==> config.mk <==
export PLATFORM = sky130hd
export DESIGN_NAME = mc_control_fsm
export DESIGN_NICKNAME = d
export VERILOG_FILES = /design/src/rtl/mc_control_fsm.sv
export SDC_FILE = /design/constraint.sdc
export NUM_CORES = 1
export LEC_CHECK = 0
export ABC_AREA = 0
export BUFFER_PORTS_ARGS = -buffer_cell sky130_fd_sc_hd__buf_4
export CORE_MARGIN = 1.5
export CORE_UTILIZATION = 48
export DETAILED_ROUTE_END_ITERATION = 8
export PLACE_DENSITY_LB_ADDON = 0.25
export RECOVER_POWER = 100
export SLEW_MARGIN = 25
export SYNTH_ARGS = -nofsm -noshare
export SYNTH_HDL_FRONTEND = slang
export SYNTH_SLANG_ARGS = --single-unit
==> constraint.sdc <==
create_clock -name clk -period 1.8 [get_ports clk]
set_clock_uncertainty 0.1 [all_clocks]
set_input_delay 0.27 -clock clk [delete_from_list [all_inputs] [get_ports clk]]
set_output_delay 0.27 -clock clk [all_outputs]
set_load 0.05 [all_outputs]
==> src/rtl/mc_control_fsm.sv <==
// Multi-cycle control sequencer: FETCH/DECODE/EXEC/MEM/WB with internal R-type decode,
// bounded data-memory wait and a retired-instruction counter.
//
//   state  | meaning
//   FETCH  | load IR, PC <= PC+4
//   DECODE | classify instruction, latch class, flag illegal
//   EXEC   | ALU operation; beq/jr resolve the PC here
//   MEM    | data-memory access, waits on memReady up to MEM_TIMEOUT cycles
//   WB     | register write-back; jal also redirects the PC
module mc_control_fsm #(
  parameter bit MEM_WAIT_EN = 1'b1,
  parameter int MEM_TIMEOUT = 16,
  parameter int CNT_W       = 32
) (
  input  logic             clk,
  input  logic             rstN,
  input  logic [5:0]       opCode,
  input  logic [5:0]       funct,
  input  logic             zero,
  input  logic             memReady,
  output logic             pcWE,
  output logic             irWE,
  output logic             regWE,
  output logic             dmRE,
  output logic             dmWE,
  output logic             aluSrc,
  output logic             usExt,
  output logic [2:0]       aluCtrl,
  output logic [1:0]       regDataCtrl,
  output logic [1:0]       regDesCtrl,
  output logic [1:0]       pcSrc,
  output logic [2:0]       state,
  output logic             illegal,
  output logic             memTimeout,
  output logic [CNT_W-1:0] retired
);

  localparam int WW = (MEM_TIMEOUT > 1) ? $clog2(MEM_TIMEOUT) : 1;
  localparam logic [WW-1:0] WAIT_LAST = WW'(MEM_TIMEOUT - 1);

  typedef enum logic [2:0] {
    S_FETCH  = 3'd0,
    S_DECODE = 3'd1,
    S_EXEC   = 3'd2,
    S_MEM    = 3'd3,
    S_WB     = 3'd4
  } state_t;

  typedef enum logic [3:0] {
    C_NONE, C_ADDU, C_SUBU, C_JR, C_ORI, C_LW, C_SW, C_BEQ, C_LUI, C_JAL, C_ILL
  } class_t;

  state_t           r_state, w_next;
  class_t           r_class, w_dec_class;
  logic [WW-1:0]    r_wait;
  logic [CNT_W-1:0] r_retired;

  logic w_pc_we, w_ir_we, w_reg_we, w_dm_re, w_dm_we;
  logic w_illegal, w_timeout, w_retire, w_mem_done;

  assign w_mem_done = (MEM_WAIT_EN == 1'b0) || memReady;

  always_comb begin
    w_dec_class = C_ILL;
    case (opCode)
      6'b000000: begin
        case (funct)
          6'b100001: w_dec_class = C_ADDU;
          6'b100011: w_dec_class = C_SUBU;
          6'b001000: w_dec_class = C_JR;
          default:   w_dec_class = C_ILL;
        endcase
      end
      6'b001101: w_dec_class = C_ORI;
      6'b100011: w_dec_class = C_LW;
      6'b101011: w_dec_class = C_SW;
      6'b000100: w_dec_class = C_BEQ;
      6'b001111: w_dec_class = C_LUI;
      6'b000011: w_dec_class = C_JAL;
      default:   w_dec_class = C_ILL;
    endcase
  end

  always_ff @(posedge clk or negedge rstN) begin
    if (!rstN) begin
      r_state   <= S_FETCH;
      r_class   <= C_NONE;
      r_wait    <= '0;
      r_retired <= '0;
    end else begin
      r_state <= w_next;
      if (r_state == S_DECODE)
        r_class <= w_dec_class;
      if (r_state == S_EXEC && w_next == S_MEM)
        r_wait <= '0;
      else if (r_state == S_MEM && !memReady)
        r_wait <= r_wait + WW'(1);
      if (w_retire)
        r_retired <= r_retired + CNT_W'(1);
    end
  end

  // ALU controls are shared by EXEC and MEM so the address stays stable during the access
  always_comb begin
    aluCtrl = 3'b000;
    aluSrc  = 1'b0;
    usExt   = 1'b0;
    if (r_state == S_EXEC || r_state == S_MEM) begin
      case (r_class)
        C_SUBU:      aluCtrl = 3'b001;
        C_BEQ:       aluCtrl = 3'b001;
        C_ORI:       begin aluCtrl = 3'b011; aluSrc = 1'b1; usExt = 1'b1; end
        C_LUI:       begin aluCtrl = 3'b100; aluSrc = 1'b1; usExt = 1'b1; end
        C_LW, C_SW:  aluSrc = 1'b1;
        default:     aluCtrl = 3'b000;
      endcase
    end
  end

  always_comb begin
    w_next      = r_state;
    w_pc_we     = 1'b0;
    w_ir_we     = 1'b0;
    w_reg_we    = 1'b0;
    w_dm_re     = 1'b0;
    w_dm_we     = 1'b0;
    w_illegal   = 1'b0;
    w_timeout   = 1'b0;
    w_retire    = 1'b0;
    regDataCtrl = 2'b00;
    regDesCtrl  = 2'b00;
    pcSrc       = 2'b00;
    case (r_state)
      S_FETCH: begin
        w_ir_we = 1'b1;
        w_pc_we = 1'b1;
        w_next  = S_DECODE;
      end
      S_DECODE: begin
        case (w_dec_class)
          C_ILL: begin
            w_illegal = 1'b1;
            w_next    = S_FETCH;
          end
          C_JAL:   w_next = S_WB;
          default: w_next = S_EXEC;
        endcase
      end
      S_EXEC: begin
        case (r_class)
          C_BEQ: begin
            w_pc_we  = zero;
            pcSrc    = 2'b01;
            w_retire = 1'b1;
            w_next   = S_FETCH;
          end
          C_JR: begin
            w_pc_we  = 1'b1;
            pcSrc    = 2'b11;
            w_retire = 1'b1;
            w_next   = S_FETCH;
          end
          C_LW, C_SW: w_next = S_MEM;
          default:    w_next = S_WB;
        endcase
      end
      S_MEM: begin
        w_dm_re = (r_class == C_LW);
        w_dm_we = (r_class == C_SW);
        if (w_mem_done) begin
          w_retire = (r_class == C_SW);
          w_next   = (r_class == C_LW) ? S_WB : S_FETCH;
        end else if (r_wait == WAIT_LAST) begin
          w_timeout = 1'b1;
          w_next    = S_FETCH;
        end
      end
      S_WB: begin
        w_reg_we = 1'b1;
        w_retire = 1'b1;
        w_next   = S_FETCH;
        case (r_class)
          C_ADDU, C_SUBU: begin regDataCtrl = 2'b01; regDesCtrl = 2'b01; end
          C_ORI, C_LUI:   regDataCtrl = 2'b01;
          C_JAL: begin
            regDataCtrl = 2'b11;
            regDesCtrl  = 2'b11;
            w_pc_we     = 1'b1;
            pcSrc       = 2'b10;
          end
          default:        regDataCtrl = 2'b00;
        endcase
      end
      default: w_next = S_FETCH;
    endcase
  end

  // Strobes are gated by reset so an in-flight access is cut off immediately
  assign pcWE       = w_pc_we   & rstN;
  assign irWE       = w_ir_we   & rstN;
  assign regWE      = w_reg_we  & rstN;
  assign dmRE       = w_dm_re   & rstN;
  assign dmWE       = w_dm_we   & rstN;
  assign illegal    = w_illegal & rstN;
  assign memTimeout = w_timeout & rstN;
  assign state      = r_state;
  assign retired    = r_retired;

endmodule

==> results.ini <==
[critical_path]
critPathArrivalTime_ns=2.04
r2r_start=state[1]
path_class=reg2out
regToRegEndpoint=retired[15]
crit_fanout=8
r2r_cells=12
worst_path_max_delay_cell=dfrtp_2
worstPathCellList=buf_4 -> buf_8 -> buf_4 -> buf_6 -> or3b_4 -> nor3_4 -> buf_6
rrSetupSlack_ns=-0.60
cp.required_ns=1.43
end_kind=primary output
critPathLaunch=state[1]
crit_path_start_kind=register
max_stage_delay_ns=0.44
critical_path.endpoint=regDesCtrl[0]

[clock_network]
insertion_delay_ns=0.30
cts.sinks=43
htree_levels=2
clockBufferDepth=2
clk_pin_slew_ns=0.10
cts_buffers=5
clockRootBuffer=clkbuf_8
tritoncts=yes

[timing]
relSlewSlack_pct=49.3
final_hold_viol_count=0
finalWorstSetupSlack_ns=-0.613
tightest_slew_ns=0.760
fmax_mhz=414
rsz0062_at_grt=true
post-route-period-util_pct=134
min_period_ns=2.41
finalSetupViolCount=61
finalMaxSlewViolations=0

[pwr]
combPwrFrac_pct=49.8
power_frac_seq_pct=29.3
power.total_mw=4.33
switching_share_pct=41.6
leakage_nw=2.35
p_switching_mw=1.80
worst_ir_drop_vdd_mv=0.918
p_int_mw=2.53
power_density_nw_per_um2=924
clkPwrFrac_pct=21.0

[outcome]
status=finished with violations
violations=setup timing

[detailed_routing]
routed_via_density=6.24
vias=3094
drtIter0Drc=285
detail-route-antenna-nets=0
dr.pass1.iters=7
wl_per_cell_um=23.8
drcViolationCount=0
wl_mm=11.8

[yosys]
yosys_warnings=0
ys_ff_latch=43
synth-seq-area-share_pct=41.1
synth_edf_count=0
ys_dominant_reg_cell=dfrtp_1
synth_fp_nets=286
netlist-cell-type-count=54
syn-cell-area_um2=2620
synth.avg_cell_area_um2=9.77
synthCells=268
async_flop_share_pct=100

[floorplan]
die_w_um=76.9
core_area_um2=5170
rows=26
die_h_um=76.9
ios=69
start_util_pct=50.6
die_area_um2=5910

[placed_design]
gp_congestion=0.888
dp_hpwl_mm=5.15
port-buffer-count=68
dpl_cell_area_um2=3780

[layout]
area_delta_synth_final_pct=79.0
fin_area_um2=4690
nNetsFinal=443
final_cell_mix=94 x buf_4, 34 x dfrtp_1, 33 x buf_6
final_common_cell=buf_4
drive_above_1_share_pct=53.8
diodes=0

[global_route]
grt_first_pass_wirelength_mm=13.3
grt_usage_pct=27.7
grt_start_max_net_pins=28
grt.overflow.total=0
antenna_found_initial=0
grt_pass1_vias=2778

[run]
maxCapViolCount=0

[worst_hold_path]
hold_class=in2async

cells by family after synthesis:
group,count (synthesis),share of synthesized area (%)
simple gates,139,33.1
flops,43,41.1
xor+xnor,36,12.0
compound gates,29,7.88
buf+inv,16,3.73
mux,3,1.24
fa+ha+maj,2,0.955
synthesized netlist by cell type, types with 2 or more instances:
cell type	n	share of area [%]
dfrtp_1	43	41
xor2_1	31	10
nor2_1	28	4.0
nand2_1	27	3.9
nor4_2	13	6.2
nand4_1	11	2.6
nor3_1	11	2.1
nand3_1	8	1.5
nor2b_1	7	1.7
a21oi_1	6	1.1
clkbuf_1	6	0.86
xnor2_1	5	1.7
nor3_2	4	1.5
nor4_1	4	0.96
buf_2	3	0.57
buf_4	3	0.86
buf_6	3	1.3
nand4b_1	3	1.0
nor3b_1	3	0.86
o21ai_0	3	0.57
or3b_2	3	1.0
a22o_1	2	0.67
a41oi_1	2	0.67
and2_1	2	0.48
and3_1	2	0.48
ha_1	2	0.96
nand2b_1	2	0.48
nand4bb_1	2	0.86
o21a_1	2	0.57
o21ai_1	2	0.38
o221ai_1	2	0.67
repair_timing:
action / 4_1_cts / 5_1_grt
pin swaps: 6 / 48
endpoints found under the hold margin: 43 / 0
gates cloned: 0 / 1
resized for setup: 53 / 68
setup endpoints to repair: 46 / 52
hold buffers: 1 / 0
buffers inserted: 6 / 26
final cells by class:
type	count	area (um^2)
Timing Repair Buffer	165	1400
Clock inverter	2	60.1
Sequential cell	43	1090
Fill cell	201	485
Multi-Input combinational cell	209	1970
Inverter	1	3.75
Tap cell	70	87.6
Clock buffer	6	72.6
layer usage:
metal	track usage [%]	up-vias	wire [um]	part of all wire, %
met3	5.12	63	929	7.9
met2	46.3	224	5840	50
met1	34.2	1527	4400	37
met4	13.5	0	620	5.3
met5	0	-	0	0
li1	-	1280	-	-
registers in the layout, indices dropped and copies added, names as in the netlist:
register / count
retired: 32
state: 3
r_class: 4
r_wait: 4
power by group through the flow:
stage          combinational, mW  clock, mW  sequential [mW]
5_1_grt                     2.22      0.940             1.27
4_1_cts                     1.71      0.891             1.22
6_report                    2.15      0.908             1.27
3_3_place_gp                1.52          0             1.23
3_5_place_dp                1.56          0             1.23
2_1_floorplan              0.783          0             1.39
worst min path at each step:
stage | startpoint | to | slack [ns] | cells after the start
2_1_floorplan | rstN | r_class[0] | -0.13 | 0
3_3_place_gp | rstN | r_class[3] | -0.01 | 1
3_5_place_dp | rstN | r_class[3] | -0.01 | 1
4_1_cts | rstN | r_class[3] | 0.30 | 2
5_1_grt | rstN | r_class[3] | 0.31 | 2
6_report | rstN | r_class[3] | 0.31 | 2
per-stage QoR:
stage          hold slack, ns  setup TNS (ns)  util (%)  cells  worst slack (ns)
6_report                0.306          -22.43      90.6    496            -0.613
4_1_cts                 0.298           -9.06      81.1    473            -0.525
3_3_place_gp          -0.0135           -3.52      73.1    458            -0.212
3_5_place_dp          -0.0122           -4.77      73.1    458            -0.280
2_1_floorplan          -0.126           -8.84         -    268             -1.00
5_1_grt                 0.307          -24.53      90.6    496            -0.676
critical path, delay by kind of cell (launching register included):
family                 cells  cell delay, ns
buffers and inverters      5            0.72
DFF                        1            0.44
and+or+nand+nor            2            0.59
(Power assumes the default switching activity.)
